### config.mk
export PLATFORM = sky130hd
export DESIGN_NAME = fifo_stream_reader
export DESIGN_NICKNAME = d
export VERILOG_FILES = /design/src/rtl/fifo_stream_pkg.sv /design/src/rtl/stream_out_buf.sv /design/src/rtl/fifo_stream_reader.sv
export SDC_FILE = /design/constraint.sdc
export NUM_CORES = 1
export LEC_CHECK = 0
export ABC_CLOCK_PERIOD_IN_PS = 4300
export BUFFER_PORTS_ARGS = -buffer_cell sky130_fd_sc_hd__clkbuf_2
export CORE_UTILIZATION = 30
export DETAILED_ROUTE_END_ITERATION = 10
export PLACE_DENSITY = 0.48
export SYNTH_ARGS = -nofsm -noshare
export SYNTH_HDL_FRONTEND = slang
export SYNTH_SLANG_ARGS = --single-unit
### constraint.sdc
create_clock -name CLK -period 4.3 [get_ports CLK]
set_clock_uncertainty 0.2 [all_clocks]
set_input_delay 0.43 -clock CLK [delete_from_list [all_inputs] [get_ports CLK]]
set_output_delay 0.43 -clock CLK [all_outputs]
set_load 0.005 [all_outputs]
### src/rtl/fifo_stream_pkg.sv
// Shared constants and helpers for the FIFO-to-stream reader.
// The output buffer depth also bounds how many reads may be outstanding.
package fifo_stream_pkg;

  localparam int BUF_DEPTH         = 3;
  localparam int OCC_WIDTH         = 2;
  localparam int DEFAULT_LEN_WIDTH = 16;

  typedef logic [OCC_WIDTH-1:0] occ_t;

  // True when a new read still has a guaranteed slot in the output buffer,
  // counting both buffered beats and the read already in flight.
  function automatic logic canIssue(input occ_t occ, input logic infl);
    return ({1'b0, occ} + {2'b00, infl}) < 3'(BUF_DEPTH);
  endfunction

endpackage

### src/rtl/stream_out_buf.sv
// Small in-order output buffer: push at the tail, pop at the head,
// head entry always sits in slot 0 so the stream data comes straight
// from a register.
module stream_out_buf
  import fifo_stream_pkg::*;
#(
  parameter int DATA_WIDTH = 32
)
(
  input  logic                  clk,
  input  logic                  rst_n,
  input  logic                  i_push,
  input  logic [DATA_WIDTH-1:0] i_pushData,
  input  logic                  i_pop,
  output occ_t                  o_occ,
  output logic [DATA_WIDTH-1:0] o_headData
);

  logic [DATA_WIDTH-1:0] r_mem [BUF_DEPTH];
  occ_t                  r_occ;

  logic [DATA_WIDTH-1:0] w_memNext [BUF_DEPTH];
  occ_t                  w_occNext;
  occ_t                  w_wrIdx;
  logic                  w_pop;
  logic                  w_push;

  // A pop on an empty buffer or a push into a full one without a pop is ignored.
  assign w_pop   = i_pop & (r_occ != '0);
  assign w_push  = i_push & ((r_occ != occ_t'(BUF_DEPTH)) | w_pop);
  assign w_wrIdx = r_occ - occ_t'(w_pop);

  // Shift toward the head on pop, then write the new tail slot on push.
  always_comb begin
    w_memNext = r_mem;
    if (w_pop) begin
      for (int i = 0; i < BUF_DEPTH - 1; i++) begin
        w_memNext[i] = r_mem[i + 1];
      end
      w_memNext[BUF_DEPTH-1] = '0;
    end
    if (w_push) begin
      w_memNext[w_wrIdx] = i_pushData;
    end
    w_occNext = r_occ + occ_t'(w_push) - occ_t'(w_pop);
  end

  // Buffer storage and occupancy; reset empties the buffer and zeroes the data.
  always_ff @(posedge clk or negedge rst_n) begin
    if (!rst_n) begin
      for (int i = 0; i < BUF_DEPTH; i++) begin
        r_mem[i] <= '0;
      end
      r_occ <= '0;
    end else begin
      r_mem <= w_memNext;
      r_occ <= w_occNext;
    end
  end

  assign o_occ      = r_occ;
  assign o_headData = r_mem[0];

endmodule

### src/rtl/fifo_stream_reader.sv
// Reads a standard (non-showahead) FIFO and presents the words as a
// valid/ready stream with optional fixed-length framing via TLAST.
// Reads are only issued when the output buffer can absorb them, so the
// read enable never depends on the sink's ready.
module fifo_stream_reader
  import fifo_stream_pkg::*;
#(
  parameter int DATA_WIDTH = 32,
  parameter int LEN_WIDTH  = DEFAULT_LEN_WIDTH
)
(
  input  logic                  CLK,
  input  logic                  RSTN,
  input  logic                  ENABLE,
  input  logic [LEN_WIDTH-1:0]  PKT_LEN,
  input  logic                  FIFO_EMPTY,
  output logic                  FIFO_RE,
  input  logic [DATA_WIDTH-1:0] FIFO_DOUT,
  input  logic                  FIFO_VALID,
  output logic                  M_TVALID,
  input  logic                  M_TREADY,
  output logic [DATA_WIDTH-1:0] M_TDATA,
  output logic                  M_TLAST,
  output logic                  BUSY,
  output logic                  ERR_UNEXP
);

  logic                 r_infl;
  logic [LEN_WIDTH-1:0] r_cnt;
  logic [LEN_WIDTH-1:0] r_lenQ;
  logic                 r_errUnexp;

  occ_t                  w_occ;
  logic [DATA_WIDTH-1:0] w_headData;
  logic                  w_fifoRe;
  logic                  w_push;
  logic                  w_pop;
  logic                  w_valid;
  logic                  w_last;

  // Read enable is held low while in reset so nothing is requested that
  // the cleared in-flight flag could not account for.
  assign w_fifoRe = RSTN & ENABLE & ~FIFO_EMPTY & canIssue(w_occ, r_infl);
  assign w_push   = FIFO_VALID & r_infl;
  assign w_valid  = (w_occ != '0);
  assign w_pop    = w_valid & M_TREADY;
  assign w_last   = (r_lenQ != '0) & (r_cnt == r_lenQ - LEN_WIDTH'(1));

  stream_out_buf #(
    .DATA_WIDTH (DATA_WIDTH)
  ) u_outBuf (
    .clk        (CLK),
    .rst_n      (RSTN),
    .i_push     (w_push),
    .i_pushData (FIFO_DOUT),
    .i_pop      (w_pop),
    .o_occ      (w_occ),
    .o_headData (w_headData)
  );

  // Remember whether a read was issued last cycle so the returning data is expected.
  always_ff @(posedge CLK or negedge RSTN) begin
    if (!RSTN) begin
      r_infl <= 1'b0;
    end else begin
      r_infl <= w_fifoRe;
    end
  end

  // Packet framing: length is sampled between packets and frozen mid-packet.
  always_ff @(posedge CLK or negedge RSTN) begin
    if (!RSTN) begin
      r_cnt  <= '0;
      r_lenQ <= '0;
    end else begin
      if (r_cnt == '0) begin
        r_lenQ <= PKT_LEN;
      end
      if (w_pop && (r_lenQ != '0)) begin
        r_cnt <= w_last ? '0 : r_cnt + LEN_WIDTH'(1);
      end
    end
  end

  // Sticky flag for read data that arrives without a matching request.
  always_ff @(posedge CLK or negedge RSTN) begin
    if (!RSTN) begin
      r_errUnexp <= 1'b0;
    end else if (FIFO_VALID && !r_infl) begin
      r_errUnexp <= 1'b1;
    end
  end

  assign FIFO_RE   = w_fifoRe;
  assign M_TVALID  = w_valid;
  assign M_TDATA   = w_headData;
  assign M_TLAST   = w_last;
  assign BUSY      = w_valid | r_infl;
  assign ERR_UNEXP = r_errUnexp;

endmodule

==> summary.md <==
| Metric | Value |
|---|---|
| Root Driver | clkbuf_16 |
| P_int | 3.066 mW |
| Hold-fix buffers, CTS | 2 |
| Most frequent cell after synthesis | nand2_1 |
| CTS Buffer Depth | 2 |
| Die ar. | 23320 um^2 |
| Initial antenna violation count | 0 |
| Top Ports | 91 |
| ANT cells | 0 |
| Post-synthesis sequential area ratio | 48.48% |
| Final hold vios | 0 |
| Post-CTS Resized | 0 |
| Syn_area_per_cell | 9.294 um^2 |
| Fmax | 277.1 MHz |
| Worst Slack Setup Final | 691.1 ps |
| Largest cells by area after synthesis | dfrtp_1, nand2_1, mux2i_1 |
| Pre-Repair DR Iteration Count | 10 |
| Area grow syn2layout | 15.89% |
| Final setup TNS | 0 ps |
| Clock latency at the later pin of the worst-skew pair | 420 ps |
| Power Dens Cells | 609.0 nW/um^2 |
| Outcome | finished, violations left |
| Post-route clock period utilization | 83.93% |
| Top-area cell type share of the netlist area | 48.48% |
| Setup Fix Bufs, Post-CTS | 0 |
| IR Drop Worst-Case VDD | 0.3738 mV |
| Util after Layout | 35.84% |
| Core footprint | 22030 um^2 |
| Final setup fails | 0 |
| Crit path DAT | 2980 ps |
| DRT antenna net count | 0 |
| Post-route minimum period | 3609 ps |
| Relative slew slack | 36.84% |
| Synthesis Warnings | 0 |
| Synth unique cells | 55 |
| Tot Pwr | 4.808 mW |
| Drt via density | 4.850 |
| Worst hold path type | in -> reg |
| Setup CP Type | reg -> out |
| Post-Syn Nets | 795 |
| Final Non-Filler Cells | 1067 |
| Top FF cell, synth | dfrtp_1 |
| Initial core utilization | 30.93% |
| Sw Ratio | 36.23% |
| Chip Width | 152.7 um |
| I/O Buffers | 90 |
| Max cap viols | 0 |
| Async SR Flop Fraction | 100.0% |
| Final slew viol count | 0 |
| Worst Max-Slew Pin Slew | 944.6 ps |
| Routed length per instance | 15.31 um |
| WP data required | 3670 ps |
| Drt total wl | 16340 um |
| CP endpoint kind | output pin |
| Vias | 5175 |
| Crit start category | flop |
| Share of post-route cells with drive strength above 1 | 22.62% |
| Dpl ws | 1118 ps |
| Flop pwr share | 39.6% |
| Highest-delay cell along the critical path | nor4_1 |
| H-tree depth | 4 |
| Sinks on Clock Net | 132 |
| Synthesized flop and latch total | 132 |
| First-pass GRT wire length | 26960 um |
| Number of synthesized flops with an enable pin | 0 |
| RSZ-0062 raised after global routing | false |
| HPWL Detailed | 10480 um |
| CP max stage delay | 550 ps |
| Final Wtd Congestion | 0.8037 |
| Clk slew on worst S/H paths | 70 ps |
| Cell taking the most area after synthesis | dfrtp_1 |
| Num CTS Buffers | 17 |
| Overflow after GRT | 0 |
| CTS tree | yes |
| Post-synth top cells | nand2_1, dfrtp_1, o21ai_0, nor2_1, clkbuf_1 |
| Post-layout nets | 836 |
| Chip height | 152.7 um |
| Largest net degree at the start of global routing | 66 |
| Crit-path cells | nor4_1 > and2_1 > mux2_2 > a31oi_1 > nor3_4 > buf_4 > clkbuf_2 |
| P_leak | 3.503 nW |
| Crit path max-delay family | simple AND/OR/NAND/NOR gates |
| Net Switching | 1.742 mW |
| Buffers plus inverters on the worst setup path | 2 |
| Mapped cell area | 6813 um^2 |
| Cells after DPL | 1033 |
| Failing checks | DRC |
| GRT Total Usage | 14.62% |
| Clk network pwr share | 32.3% |
| Vias in the first global route | 5079 |
| Post-synthesis instance total | 733 |
| Initial DRC count | 223 |
| Combinational power share | 28.0% |
| Worst-path fanout max | 13 |
| Row count | 54 |
| # DRC | 2 |
## cells by family after synthesis
logic type               share of synthesized area, %
buffers and inverters                           7.273
adder cells (fa/ha/maj)                         1.469
flip-flops                                      48.48
XOR/XNOR                                        3.985
AO/OA/AOI/OAI                                   12.10
multiplexers                                    7.805
AND/OR/NAND/NOR                                 18.88
## worst paths after layout
check,start,to,slack (ps),cells after the start
max,r_lenQ[3],M_TLAST,690,7
min,FIFO_VALID,ERR_UNEXP,30,2
max reg2reg,u_outBuf.o_occ[1],u_outBuf.o_headData[18],1300,9
min reg2reg,ERR_UNEXP,ERR_UNEXP,260,1
max in group asynchronous,RSTN,r_lenQ[7],2560,3
min in group asynchronous,RSTN,r_lenQ[1],310,2
## per-stage QoR
| step | instance area (um^2) | hold WS, ps |
|---|---|---|
| after global routing | 7895 | 20.41 |
| after global placement | 7258 | 195.0 |
| after detailed placement | 7258 | 198.4 |
| after floorplan | 6813 | -65.59 |
| final | 7895 | 29.21 |
| after CTS | 7895 | 10.63 |
## cell type report
cell class	instances	area (um^2)
clock buffer	17	425.4
clock inverter	15	191.4
fill	2276	14130
inverter	12	45.04
multi-input combinational	509	3028
sequential	132	3303
tap	280	350.3
timing repair buffer	102	551.8
## registers in the layout (all words and copies together) (netlist names)
name,flops
r_cnt,16
r_lenQ,16
u_outBuf.o_headData,32
u_outBuf.r_mem,64
u_outBuf.o_occ,2
r_infl,1
ERR_UNEXP,1
## metal layers
metal / part of all wire (%) / vias up / track usage (%)
met5: 0 / - / 0
met4: 1.1 / 0 / 4.762
met3: 4.1 / 16 / 3.669
met2: 47 / 96 / 23.79
met1: 47 / 2516 / 18.96
li1: - / 2547 / -
## worst reg2reg max path: cells and delay by family (launching register included)
family	cells	cell delay [ps]
xor gates and xnor gates	1	380
adders and majority gates	1	190
and+or+nand+nor	4	1080
buffers and inverters	2	540
DFF	1	420
AOI/OAI and AO/OA	1	50
## placed cells by master (no fill, tap or decap), drive strengths merged, types with 8 or more instances in the layout
| cell | instances |
|---|---|
| xnor2 | 20 |
| nor2 | 46 |
| mux2 | 17 |
| nand4 | 8 |
| a21oi | 12 |
| ha | 8 |
| a31oi | 35 |
| nand3 | 13 |
| o21ai | 66 |
| inv | 20 |
| buf | 11 |
| nor3 | 10 |
| mux2i | 34 |
| clkbuf | 106 |
| xor2 | 11 |
| nand2 | 180 |
| dfrtp | 132 |
| nor4 | 8 |
## power groups by stage
stage               Combinational [mW]  Sequential [mW]  Clock, mW
detailed placement                1.36             1.92          0
global placement                  1.36             1.92          0
floorplan                         1.20             1.75          0
finish                            1.35             1.91       1.55
CTS                               1.37             1.91       1.60
global route                      1.52             1.96       1.65
Power figures use the tool's default switching activity.
